## config.mk

```make
export PLATFORM = sky130hd
export DESIGN_NAME = pc_redirect_controller
export DESIGN_NICKNAME = d
export VERILOG_FILES = /design/src/rtl/pc_redirect_controller.sv
export SDC_FILE = /design/constraint.sdc
export NUM_CORES = 1
export LEC_CHECK = 0
export ABC_AREA = 1
export CAP_MARGIN = 20
export CORE_MARGIN = 2
export CORE_UTILIZATION = 30
export CTS_CLUSTER_DIAMETER = 30
export CTS_CLUSTER_SIZE = 12
export DETAILED_ROUTE_END_ITERATION = 12
export DONT_BUFFER_PORTS = 1
export GPL_TIMING_DRIVEN = 1
export SLEW_MARGIN = 25
export SYNTH_ARGS = -nofsm -noshare
export SYNTH_HDL_FRONTEND = slang
export SYNTH_SLANG_ARGS = --single-unit
```

## constraint.sdc

```tcl
create_clock -name clk -period 1.9 [get_ports clk]
set_clock_uncertainty 0.15 [all_clocks]
set_input_delay 0.38 -clock clk [delete_from_list [all_inputs] [get_ports clk]]
set_output_delay 0.38 -clock clk [all_outputs]
set_load 0.05 [all_outputs]
```

## src/rtl/pc_redirect_controller.sv

```systemverilog
// Fetch PC register and redirect sequencer: selects PC+4, branch or jump target, drives the IF/ID flush.
// Optional jr/jalr redirect path is compiled in when JR_SUPPORT_EN is defined.
module pc_redirect_controller #(
    parameter logic [31:0] RESET_PC    = 32'h0000_0000,
    parameter int          REDIR_CNT_W = 16
) (
    input  logic                   clk,
    input  logic                   reset,
    input  logic                   stall,
    input  logic                   jump_valid,
    input  logic [31:0]            jump_addr,
    input  logic                   branch_taken,
    input  logic [31:0]            branch_addr,
    input  logic                   halt_req,
`ifdef JR_SUPPORT_EN
    input  logic                   jr_valid,
    input  logic [31:0]            jr_addr,
`endif
    output logic [31:0]            pc,
    output logic [31:0]            pc_plus4,
    output logic                   if_id_flush,
    output logic                   fetch_valid,
    output logic [1:0]             ctrl_state,
    output logic [REDIR_CNT_W-1:0] redirect_count
);

    typedef enum logic [1:0] {
        ST_IDLE   = 2'd0,
        ST_RUN    = 2'd1,
        ST_REDIR  = 2'd2,
        ST_HALTED = 2'd3
    } state_t;

    localparam logic [31:0]            ALIGN_MASK = 32'hFFFF_FFFC;
    localparam logic [31:0]            PC_STEP    = 32'd4;
    localparam logic [REDIR_CNT_W-1:0] CNT_ONE    = {{(REDIR_CNT_W-1){1'b0}}, 1'b1};
    localparam logic [REDIR_CNT_W-1:0] CNT_MAX    = {REDIR_CNT_W{1'b1}};

    state_t                 state_q, state_d;
    logic [31:0]            pc_q, pc_d;
    logic [REDIR_CNT_W-1:0] cnt_q, cnt_d;

    logic                   redir_req;
    logic [31:0]            redir_target_raw;
    logic [31:0]            redir_target;
    logic [31:0]            pc_inc;

    assign pc_inc = pc_q + PC_STEP;

    // Redirect source selection: a branch always wins; jr (when present) beats a plain jump.
    always_comb begin
        redir_req        = branch_taken | jump_valid;
        redir_target_raw = jump_addr;
`ifdef JR_SUPPORT_EN
        redir_req = redir_req | jr_valid;
        if (jr_valid) begin
            redir_target_raw = jr_addr;
        end
`endif
        if (branch_taken) begin
            redir_target_raw = branch_addr;
        end
        redir_target = redir_target_raw & ALIGN_MASK;
    end

    always_comb begin
        state_d     = state_q;
        pc_d        = pc_q;
        cnt_d       = cnt_q;
        if_id_flush = 1'b0;
        fetch_valid = 1'b0;

        case (state_q)
            ST_IDLE: begin
                state_d = ST_RUN;
            end

            ST_RUN: begin
                fetch_valid = 1'b1;
                if (stall) begin
                    // Requesters hold their requests; they are re-evaluated once the stall drops.
                    state_d = ST_RUN;
                end else if (halt_req) begin
                    state_d = ST_HALTED;
                end else if (redir_req) begin
                    pc_d        = redir_target;
                    if_id_flush = 1'b1;
                    state_d     = ST_REDIR;
                    if (cnt_q != CNT_MAX) begin
                        cnt_d = cnt_q + CNT_ONE;
                    end
                end else begin
                    pc_d = pc_inc;
                end
            end

            ST_REDIR: begin
                // IF/ID holds the flushed bubble, so any request seen now is stale.
                fetch_valid = 1'b1;
                if (!stall) begin
                    pc_d    = pc_inc;
                    state_d = ST_RUN;
                end
            end

            ST_HALTED: begin
                state_d = ST_HALTED;
            end

            default: begin
                state_d = ST_IDLE;
            end
        endcase
    end

    always_ff @(posedge clk or posedge reset) begin
        if (reset) begin
            state_q <= ST_IDLE;
            pc_q    <= RESET_PC & ALIGN_MASK;
            cnt_q   <= '0;
        end else begin
            state_q <= state_d;
            pc_q    <= pc_d;
            cnt_q   <= cnt_d;
        end
    end

    assign pc             = pc_q;
    assign pc_plus4       = pc_inc;
    assign ctrl_state     = state_q;
    assign redirect_count = cnt_q;

endmodule
```

# Word-level counts from Yosys, hierarchy flattened
# Index checks and enable logic that the tools add are counted.
# Widths: inputs -> output; s select.
# word_totals
ff_bits	50
output_inout_bits	84
wordCells	38
# op_classes
addsub	2
eq_ne	8
n_mux	16
bitwise_logic	3
reduce_logical	6
# ops
op	n
$mux 32	5
$pmux 32 s2	1
$add 32x3->32 const B	1
$add 16x1->16 const B	1
$ne 16x16->1 const B	1
$mux 2	4
$pmux 2 s4	1
$ne 2x2->1 const B	3
$mux 1	5
$reduce_and 5->1	1
$eq 2x2->1 const B	2
$ne 4x4->1 const B	1
$reduce_and 4->1	1
$eq 2x1->1 const B	1
$logic_not 2->1	1
$not 1->1	2
$reduce_and 2->1	1
$reduce_bool 2->1	1
$reduce_or 2->1	1
$or 1x1->1	1

# Longest topological paths before layout
# Gate-level depths: netlist of run 1.
# logic_depth
ltp_word	5
mapped_depth	10
depth_no_buf	10

# Least setup slack after synthesis of run 1
# OpenSTA, ideal clock, no wires.
# synth_timing
kind	reg2out
startpoint	register pc_q[2], in the netlist pc[2]
endpoint	output port pc_plus4[7]
arrival_ns	2.249
setup_slack_ns	-0.879
path_stages_with_launch	5
n_path_buf	0
path_cell_list	dfrtp_1 > inv_1 > nor2_4 > nand2_2 > xnor2_1
# synth_between
elab_chain_cells	1
# synth_lines
element	line_no	rtl
start: declaration	40	logic [31:0] pc_q, pc_d;
start signal: assignment	119	pc_q <= RESET_PC & ALIGN_MASK;
start signal: assignment	123	pc_q <= pc_d;
$add 32x3->32	48	assign pc_inc = pc_q + PC_STEP;
end: declaration	20	output logic [31:0] pc_plus4,
# No other way between the ends.

# Final worst setup path of run 1
# layout_timing
startpoint	register pc_q[2], in the netlist pc[2]
endpoint	output port pc_plus4[8]
# The elaborated chain is that of the path after synthesis.

==> results of run 1 <==
[state kept, by name, indices dropped and copies added (netlist names)]
register,flops
ctrl_state,2
pc,30
redirect_count,16
[cell usage after synthesis, types with 2 or more instances]
cell        n  share of area (%)
o21ai_0    25                3.3
nand4_1     3               0.50
nand2_1   243                 24
nor3_1      3               0.40
nor2_2      5               0.83
buf_4       7                1.4
dfrtp_1    48                 32
buf_2       7               0.93
a31oi_1     4               0.67
a21oi_1    48                6.4
nand3_1    43                5.7
inv_2       2               0.20
o21ai_1    11                1.5
nor2_4      8                2.4
nor2_1     45                4.5
inv_1      52                5.2
ha_1        5                1.7
nand2_2     4               0.67
clkbuf_1    9               0.90
xnor2_1    10                2.3
xor2_1      9                2.1
[cell families (layout without fill, tap and decap cells)]
family | count (synthesis) | in the layout | share of synthesized area [%]
buffers and inverters | 79 | 182 | 9.10
XOR/XNOR | 19 | 19 | 4.43
flip-flops | 48 | 48 | 32.0
adder cells (fa/ha/maj) | 5 | 5 | 1.67
AND/OR/NAND/NOR | 356 | 356 | 39.8
AO/OA/AOI/OAI | 92 | 92 | 12.9
other | 1 | 4 | 0.0999
[routing by layer]
layer  global-route usage [%]  wire (um)
met5                        0          0
met4                     6.59        407
met3                     3.77        780
met2                     32.2       6560
met1                     25.2       5830
[repair_timing]
item | in CTS | in global routing
hold buffers | 1 | 0
gates resized for setup | 41 | 51
setup endpoints to repair | 32 | 56
hold endpoints to repair | 22 | 0
pin swaps | 26 | 36
buffers inserted | 9 | 14
[cell type report]
cell class | count | area (um2)
Multi-Input combinational cell | 476 | 2910
Clock buffer | 6 | 129
Timing Repair Buffer | 119 | 1050
Inverter | 55 | 216
Fill cell | 1221 | 6350
Sequential cell | 48 | 1210
Clock inverter | 2 | 35.0
Tap cell | 168 | 210
[critical path: cells and delay by family, from the launching register on]
| family | cells | cell delay [ps] |
|---|---|---|
| buffers and inverters | 3 | 470 |
| flip-flops | 1 | 420 |
| AND/OR/NAND/NOR | 3 | 270 |
| adder cells (fa/ha/maj) | 1 | 160 |
| XOR/XNOR | 1 | 150 |
[worst max-delay path by stage]
stage | from | end | slack [ps] | cells past startpoint
final | pc[2]$_DFFE_PP0P_ | pc_plus4[8] | -380 | 8
after global routing | pc[2]$_DFFE_PP0P_ | pc_plus4[22] | -450 | 8
after CTS | pc[2]$_DFFE_PP0P_ | pc_plus4[22] | -390 | 7
after detailed placement | pc[2]$_DFFE_PP0P_ | pc_plus4[20] | -120 | 6
after global placement | pc[2]$_DFFE_PP0P_ | pc_plus4[20] | -120 | 7
after floorplan | pc[2]$_DFFE_PP0P_ | pc_plus4[27] | -380 | 6
[per-stage QoR]
| stage | cell area [um2] | setup TNS (ps) |
|---|---|---|
| floorplan | 4180 | -13020 |
| global placement | 5030 | -893 |
| detailed placement | 5030 | -1370 |
| CTS | 5450 | -8990 |
| global route | 5760 | -10540 |
| finish | 5760 | -8120 |
[where the power goes]
| part | switching [mW] | internal (mW) | leakage [nW] |
|---|---|---|---|
| clock | 0.410 | 0.621 | 0.0808 |
| combinational | 4.62 | 2.03 | 1.92 |
| sequential | 0.362 | 1.39 | 0.601 |
| total | 5.39 | 4.04 | 2.61 |
==> results.yml, run 1 <==
setup_path:
  r2r_start: "pc[2]$_DFFE_PP0P_"
  startpoint_type: "register"
  cp-end-kind: "output pin"
  r2r_slack_ps: 20
  crit_arrival_ps: 1750
  crit_fanout: 4
  criticalPathCategory: "reg -> out"
  cp_slowest_cell: "dfrtp_2"
  required_ps: 1370
  path_cells: "ha_4, nand2_4, nor2_4, buf_4, nand2_4, buf_4, xnor2_4, buf_12"
  r2r_cells: 10
  slowest_delay_ps: 420
  timing.rr.end: "pc[8]$_DFFE_PP0P_"
placement:
  port_buffers: 0
  place_inst: 843
  gp_congestion: 0.920
  dp_hpwl_um: 10200
  dp_worst_setup_slack_ps: -125
floorplanning:
  die_w_um: 116
  coreArea_um2: 12100
  chipHeight_um: 116
  num_rows: 40
  die_area_um2: 13400
  initial_utilization_pct: 31.0
  design.portCount: 154
final_layout:
  fin_nets: 780
  post-route-util_pct: 47.6
  area_growth_pct: 53.6
  drive_gt1_share_pct: 36.7
  layoutNonFillerInstCount: 874
  antenna_cells: 0
  final_cell_mix: "nand2_1, buf_4, inv_1"
  layout_commonest_cell: "nand2_1"
power:
  peakVddDrop_v: 0.000625
  totalPowerFinal_mw: 9.43
  power.density_nw_per_um2: 1640
  cellLeakagePower_nw: 2.61
routing:
  ant_nets: 0
  via_per_inst: 4.88
  drtIter0Drc: 165
  dr_total_vias: 4267
  drcViolationCount: 0
  firstDrtPassIters: 4
  wire_per_inst_um: 15.5
  wl_um: 13600
global_routing:
  grt_max_degree: 35
  overflow: 0
  grt_pass1_wl_um: 20300
  grt_pass1_vias: 4061
  grtUsageTotal_pct: 19.3
  grt_antenna_before_repair: 0
flow_run:
  maxCapViolCount: 0
outcome:
  violations: "negative setup slack"
  outcome: "finished with violations"
hold_path:
  hold_depth: 4
  whs_endpoint: "pc[30]$_DFFE_PP0P_"
  min_from: "jump_addr[30]"
  hold_class: "in -> reg"
clock_tree:
  numCtsBuffers: 5
  cts.sinks: 48
  insertion_delay_ps: 290
  cts_tree: "yes"
  clk_path_buf_depth: 2
  cts-root-buf: "clkbuf_16"
  clkTransAtPathRegs_ps: 70
  h-tree-depth: 2
synth:
  synth_top_flop_cell: "dfrtp_1"
  ys_seq_elements: 48
  synth_edf_count: 0
  yosys_warnings: 0
  synth.distinct_cells: 30
  synth_area_um2: 3750
  syn_avg_cell_area_um2: 6.26
  synth-seq-area-share_pct: 32.0
  netlist_instances: 600
  synth-async-reset-ratio_pct: 100
timing:
  period_minus_slack_ps: 2280
  slew_headroom_pct: 65.0
  timing.final.crit_share_pct: 120
  whs_ps: 170
  setup_slack_ps: -379
  grt_setup_unrepaired: "yes"
  finalSetupViolCount: 27
  hold_violations: 0
  worstMarginPinSlew_ps: 525
  fmax_mhz: 439
  timing.final.max_slew_violations: 0
Power figures use the tool's default switching activity.
==> run 2: changes to the inputs <==
--- a/config.mk
+++ b/config.mk
@@ -5,7 +5,6 @@
 export SDC_FILE = /design/constraint.sdc
 export NUM_CORES = 1
 export LEC_CHECK = 0
-export ABC_AREA = 1
 export CAP_MARGIN = 20
 export CORE_MARGIN = 2
 export CORE_UTILIZATION = 30
==> run 2 against run 1 <==
Effect of this change: critical path depth did not move; hold slack lost 61 ps; synthesized cell count shrank 35%; total power rose by 21%; via count decreased by 11%; critical endpoint is now pc_plus4[16]; sequential power hardly changed; sequential share of layout area shrank 3.3 points; area after synthesis is 9.0% lower; design area rose by 25%; combinational power up 31%; the run still ends with negative setup slack left; flip-flop and latch count stayed put.
==> results.yml, run 2 <==
outcome:
  outcome: "finished with violations"
  violations: "negative setup slack"
final_layout:
  layout_commonest_cell: "buf_4"
  largest_reg_flops: 30
  fin_area_um2: 7190
  layoutNonFillerInstCount: 711
  fill_cells: 802
  final_cell_mix: "buf_4, buf_6, dfrtp_2"
  area_growth_pct: 110
  fin_nets: 644
  drive_gt1_share_pct: 72.1
  post-route-util_pct: 65.5
synth:
  synth_area_leader_cell: "dfrtp_1"
  synth_edf_count: 0
  netlist.area_leader.share_pct: 35.2
  synth-seq-area-share_pct: 35.2
  synth-async-reset-ratio_pct: 100
  synth_area_um2: 3420
  ys_seq_elements: 48
  synth_top_flop_cell: "dfrtp_1"
  syn_avg_cell_area_um2: 8.80
  netlist_instances: 388
  synthTopCellsByCount: "dfrtp_1, nand2_1, a21oi_1, xnor2_1, nor2_1"
  synth.distinct_cells: 49
  yosys.cell_count.top_type: "dfrtp_1"
  yosys-top-cells-area: "dfrtp_1, xnor2_1, mux2_2, a21oi_1, nand2_1"
  yosys_warnings: 0
global_routing:
  overflow: 0
  use_met1_pct: 23.9
  grt_pass1_wl_um: 19900
  grt_pass1_vias: 3796
  grt_busiest_layer: "met2"
  use_met2_pct: 35.3
  use_met3_pct: 4.26
  grtUsageTotal_pct: 19.7
  grt_antenna_before_repair: 1
  grt_max_degree: 37
hold_path:
  hold_class: "in -> reg"
  hold_depth: 2
  whs_endpoint: "ctrl_state[1]$_DFFE_PP0P_"
  min_from: "stall"
power:
  peakVddDrop_v: 0.000950
  power.density_nw_per_um2: 1580
  totalPowerFinal_mw: 11.4
  cellLeakagePower_nw: 2.89
timing:
  period_minus_slack_ps: 2490
  timing.final.crit_share_pct: 131
  finalSetupViolCount: 56
  grt_setup_unrepaired: "yes"
  whs_ps: 109
  setup_slack_ps: -593
  hold_violations: 0
  finalSetupTns_ps: -13370
  fmax_mhz: 401
  timing.final.max_slew_violations: 0
clock_tree:
  cts-root-buf: "clkbuf_16"
  cts.sinks: 48
  clkTransAtPathRegs_ps: 70
  clk_path_buf_depth: 2
  numCtsBuffers: 5
  h-tree-depth: 2
  cts_tree: "yes"
  insertion_delay_ps: 290
setup_path:
  crit_fanout: 2
  crit_arrival_ps: 1960
  criticalPathCategory: "reg -> out"
  r2r_start: "pc[10]$_DFFE_PP0P_"
  cp-end-kind: "output pin"
  cp_slowest_cell: "dfrtp_2"
  timing.rr.end: "pc[29]$_DFFE_PP0P_"
  r2r_cells: 8
  crit_family: "simple AND/OR/NAND/NOR gates"
  path_buf_inv: 4
  path_cells: "buf_4, buf_6, nand4_1, nor2_2, nand4_1, buf_6, xnor2_4, buf_12"
  required_ps: 1370
  r2r_slack_ps: -190
  slowest_delay_ps: 370
  startpoint_type: "register"
floorplanning:
  coreArea_um2: 11000
  num_rows: 38
  chipHeight_um: 111
  die_area_um2: 12300
  initial_utilization_pct: 31.1
  design.portCount: 154
  die_w_um: 111
placement:
  dp_hpwl_um: 8990
  place_inst: 649
  dp_worst_setup_slack_ps: -288
  port_buffers: 0
  dpl_cell_area_um2: 5600
  gp_congestion: 0.893
routing:
  ant_nets: 0
  drtIter0Drc: 227
  wl_um: 13700
  via_per_inst: 5.37
  wire_per_inst_um: 19.3
  firstDrtPassIters: 4
  dr_total_vias: 3815
  drcViolationCount: 0
flow_run:
  maxCapViolCount: 0
## run 2: cell types whose count changed after synthesis, sizes merged, moves of 17 or more
cell,delta
inv,-44
o21ai,-20
nand3,-28
nand2,-213
xnor2,+21
nor2,-35
a21oi,-17
## run 2: final cells by class
class / count / area, um2 / area share [%]
multi-input cells: 305 / 3320 / 46.2
repair buffers: 198 / 2220 / 30.8
flip-flops and latches: 48 / 1270 / 17.6
well taps: 140 / 175 / 2.44
clock buffers: 7 / 143 / 1.98
inverters: 11 / 52.6 / 0.731
clock inverters: 1 / 7.51 / 0.104
diodes: 1 / 2.50 / 0.0348
## run 2: report_power, final
part | internal, mW | switching, mW | total [mW] | leakage (nW)
Clock | 0.525 | 0.389 | 0.915 | 0.0701
Combinational | 3.75 | 4.98 | 8.74 | 2.28
Sequential | 1.45 | 0.265 | 1.72 | 0.534
## run 2: worst max-delay path by stage
stage / slack [ps] / cells past startpoint / from / endpoint
floorplan: -590 / 7 / pc[6]$_DFFE_PP0P_ / pc_plus4[29]
global placement: -260 / 7 / pc[9]$_DFFE_PP0P_ / pc_plus4[31]
detailed placement: -290 / 7 / pc[9]$_DFFE_PP0P_ / pc_plus4[31]
CTS: -580 / 7 / pc[9]$_DFFE_PP0P_ / pc_plus4[31]
global route: -640 / 8 / pc[6]$_DFFE_PP0P_ / pc_plus4[16]
finish: -590 / 8 / pc[6]$_DFFE_PP0P_ / pc_plus4[16]
## run 2: repair_timing
item                       in CTS  in global routing
setup endpoints to repair      50                 74
setup buffers                  22                 34
hold endpoints to repair       16                  0
cloned                          2                  3
hold buffers                    1                  0
gates resized for setup        96                109
pin swaps                      42                 58
## run 2: cells by family (layout without fill, tap and decap cells)
group / Yosys count / after routing / share of synthesized area [%]
compound gates: 98 / 98 / 18.3
mux: 27 / 27 / 8.46
other cells: 1 / 5 / 0.110
simple gates: 129 / 129 / 20.0
xor+xnor: 42 / 42 / 10.8
flops: 48 / 48 / 35.2
buf+inv: 38 / 217 / 5.35
fa+ha+maj: 5 / 5 / 1.83
## run 2: worst register-to-register path, stage by stage, from the launching register on
cell and delay (ps):
dfrtp_2 390, and4_4 220, and4_4 250, buf_12 130, nand4_4 130, buf_6 170, buf_6 130, or3_1 330
o211ai_1 120
## run 2: layer usage
metal	up-vias	wire length [um]
li1	1773	-
met1	1880	5250
met2	145	7350
met3	17	923
met4	0	201
met5	-	0
==> run 3: changes to the inputs <==
--- a/config.mk
+++ b/config.mk
@@ -13,6 +13,7 @@
 export DETAILED_ROUTE_END_ITERATION = 12
 export DONT_BUFFER_PORTS = 1
 export GPL_TIMING_DRIVEN = 1
+export SETUP_SLACK_MARGIN = 0.2
 export SLEW_MARGIN = 25
 export SYNTH_ARGS = -nofsm -noshare
 export SYNTH_HDL_FRONTEND = slang
==> run 3 against run 2 <==
Effect of this change: global-route usage increased by 2.8 points; design area rose by 4.0%; fmax is 1.1% higher; via count rose by 3.3%; non-clock buffer count increased by 1; flip-flop and latch count unchanged; the run still ends with negative setup slack left; combinational power rose by 3.2%; count of clock-buffer cells in the layout down 1; routed wire length is 14% higher; total power up 4.1%.
==> results.yml, run 3 (synthesized netlist as in run 2, its figures left out) <==
final_layout:
  area_growth_pct: 119
  fin_nets: 647
  final_cell_mix: "buf_4, buf_6, dfrtp_2"
  post-route-util_pct: 68.1
  layoutNonFillerInstCount: 713
  drive_gt1_share_pct: 73.8
  largest_reg_flops: 30
  layout_commonest_cell: "buf_4"
  antenna_cells: 0
timing:
  grt_setup_unrepaired: "yes"
  timing.final.crit_share_pct: 130
  hold_violations: 0
  timing.final.max_slew_violations: 0
  whs_ps: 126
  period_minus_slack_ps: 2470
  finalSetupViolCount: 73
  fmax_mhz: 406
  setup_slack_ps: -566
power:
  cellLeakagePower_nw: 3.06
  pwr-share-clk_pct: 8.9
  power.density_nw_per_um2: 1580
  combPwrFrac_pct: 76.2
  totalPowerFinal_mw: 11.8
  peakVddDrop_v: 0.00116
  power.switching_mw: 5.90
  seqPwrFrac_pct: 14.9
  p_int_mw: 5.93
  sw_frac_of_total_pct: 49.9
clock_tree:
  numCtsBuffers: 5
  cts_tree: "yes"
  clkTransAtPathRegs_ps: 70
  h-tree-depth: 2
  cts-root-buf: "clkbuf_16"
  insertion_delay_ps: 290
  clk_path_buf_depth: 2
  cts.sinks: 48
placement:
  place_inst: 642
  gp_congestion: 0.767
  port_buffers: 0
  dp_hpwl_um: 8820
global_routing:
  grtUsageTotal_pct: 22.5
  grt_pass1_vias: 4218
  grt_pass1_wl_um: 22100
  grt_max_degree: 37
  overflow: 0
  grt_antenna_before_repair: 0
setup_path:
  cp-end-kind: "output pin"
  critical_path_depth: 6
  endpoint: "pc_plus4[23]"
  criticalPathCategory: "reg -> out"
  crit_arrival_ps: 1940
  crit_fanout: 5
  crit_family: "simple AND/OR/NAND/NOR gates"
  r2r_cells: 8
  timing.rr.end: "pc[29]$_DFFE_PP0P_"
  path_cells: "and4_4, and4_4, buf_12, nand3_1, xnor2_4, buf_12"
  startpoint_type: "register"
  required_ps: 1370
  r2r_slack_ps: -190
  r2r_start: "ctrl_state[1]$_DFFE_PP0P_"
  path_buf_inv: 2
  slowest_delay_ps: 400
  cp_slowest_cell: "dfrtp_2"
  cp-startpoint: "pc[11]$_DFFE_PP0P_"
routing:
  wire_per_inst_um: 21.9
  drtIter0Drc: 178
  wl_um: 15600
  ant_nets: 0
  dr_total_vias: 3940
  firstDrtPassIters: 4
  drcViolationCount: 0
  via_per_inst: 5.53
floorplanning:
  design.portCount: 154
  initial_utilization_pct: 31.1
  chipHeight_um: 111
  coreArea_um2: 11000
  num_rows: 38
  die_w_um: 111
  die_area_um2: 12300
outcome:
  violations: "negative setup slack"
  outcome: "finished with violations"
hold_path:
  min_from: "stall"
  hold_class: "in -> reg"
flow_run:
  maxCapViolCount: 0
-- run 3: cell count changes in the layout (fill, tap and decap cells not counted), moves of 3 or more --
| cell | before | now |
|---|---|---|
| xnor2_4 | 17 | 20 |
| nand2_4 | 2 | 9 |
| a21oi_1 | 11 | 14 |
| nand2_1 | 25 | 19 |
| a211oi_2 | 1 | 4 |
| buf_4 | 104 | 96 |
| buf_16 | 1 | 7 |
| buf_8 | 4 | 10 |
| o21ai_1 | 10 | 7 |
-- run 3: final cells by class --
cell class,count,area (um2)
fillers,743,3510
clock inverters,2,35.0
well taps,140,175
repair buffers,199,2350
inverters,11,52.6
flip-flops and latches,48,1270
multi-input cells,307,3460
clock buffers,6,129
-- run 3: worst min path at each step --
stage,slack [ps],cells past startpoint,endpoint
3_5_place_dp,160,1,redirect_count[15]$_DFFE_PP0P_
3_3_place_gp,150,1,redirect_count[15]$_DFFE_PP0P_
2_1_floorplan,400,2,ctrl_state[1]$_DFFE_PP0P_
5_1_grt,130,2,ctrl_state[1]$_DFFE_PP0P_
6_report,130,2,ctrl_state[1]$_DFFE_PP0P_
4_1_cts,120,2,ctrl_state[1]$_DFFE_PP0P_
-- run 3: repair_timing --
item	4_1_cts	5_1_grt
cloned	10	1
endpoints found under the setup margin	77	79
buffers inserted	30	21
hold buffers	1	0
pin swaps	46	50
endpoints found under the hold margin	20	0
gates resized for setup	132	90
-- run 3: metal layers --
layer / part of all wire, % / up-vias / global-route usage [%]
li1: - / 1792 / -
met1: 36 / 1977 / 26.1
met2: 55 / 148 / 41.0
met3: 5.9 / 23 / 5.08
met4: 2.8 / 0 / 7.08
met5: 0 / - / 0
-- run 3: metrics by stage --
step	instance area, um2	worst slack, ps	setup TNS [ps]
after detailed placement	5600	-241	-4720
after global routing	7470	-633	-20160
final	7470	-566	-15730
after floorplan	4250	-589	-16060
after CTS	6800	-537	-12450
after global placement	5600	-220	-3430
-- run 3: power by group through the flow --
stage / Clock (mW) / Sequential (mW) / Combinational (mW)
2_1_floorplan: 0 / 3.38 / 3.20
3_5_place_dp: 0 / 1.74 / 7.29
4_1_cts: 1.04 / 1.73 / 8.29
3_3_place_gp: 0 / 1.72 / 7.19
6_report: 1.05 / 1.77 / 9.02
5_1_grt: 1.10 / 1.80 / 9.32
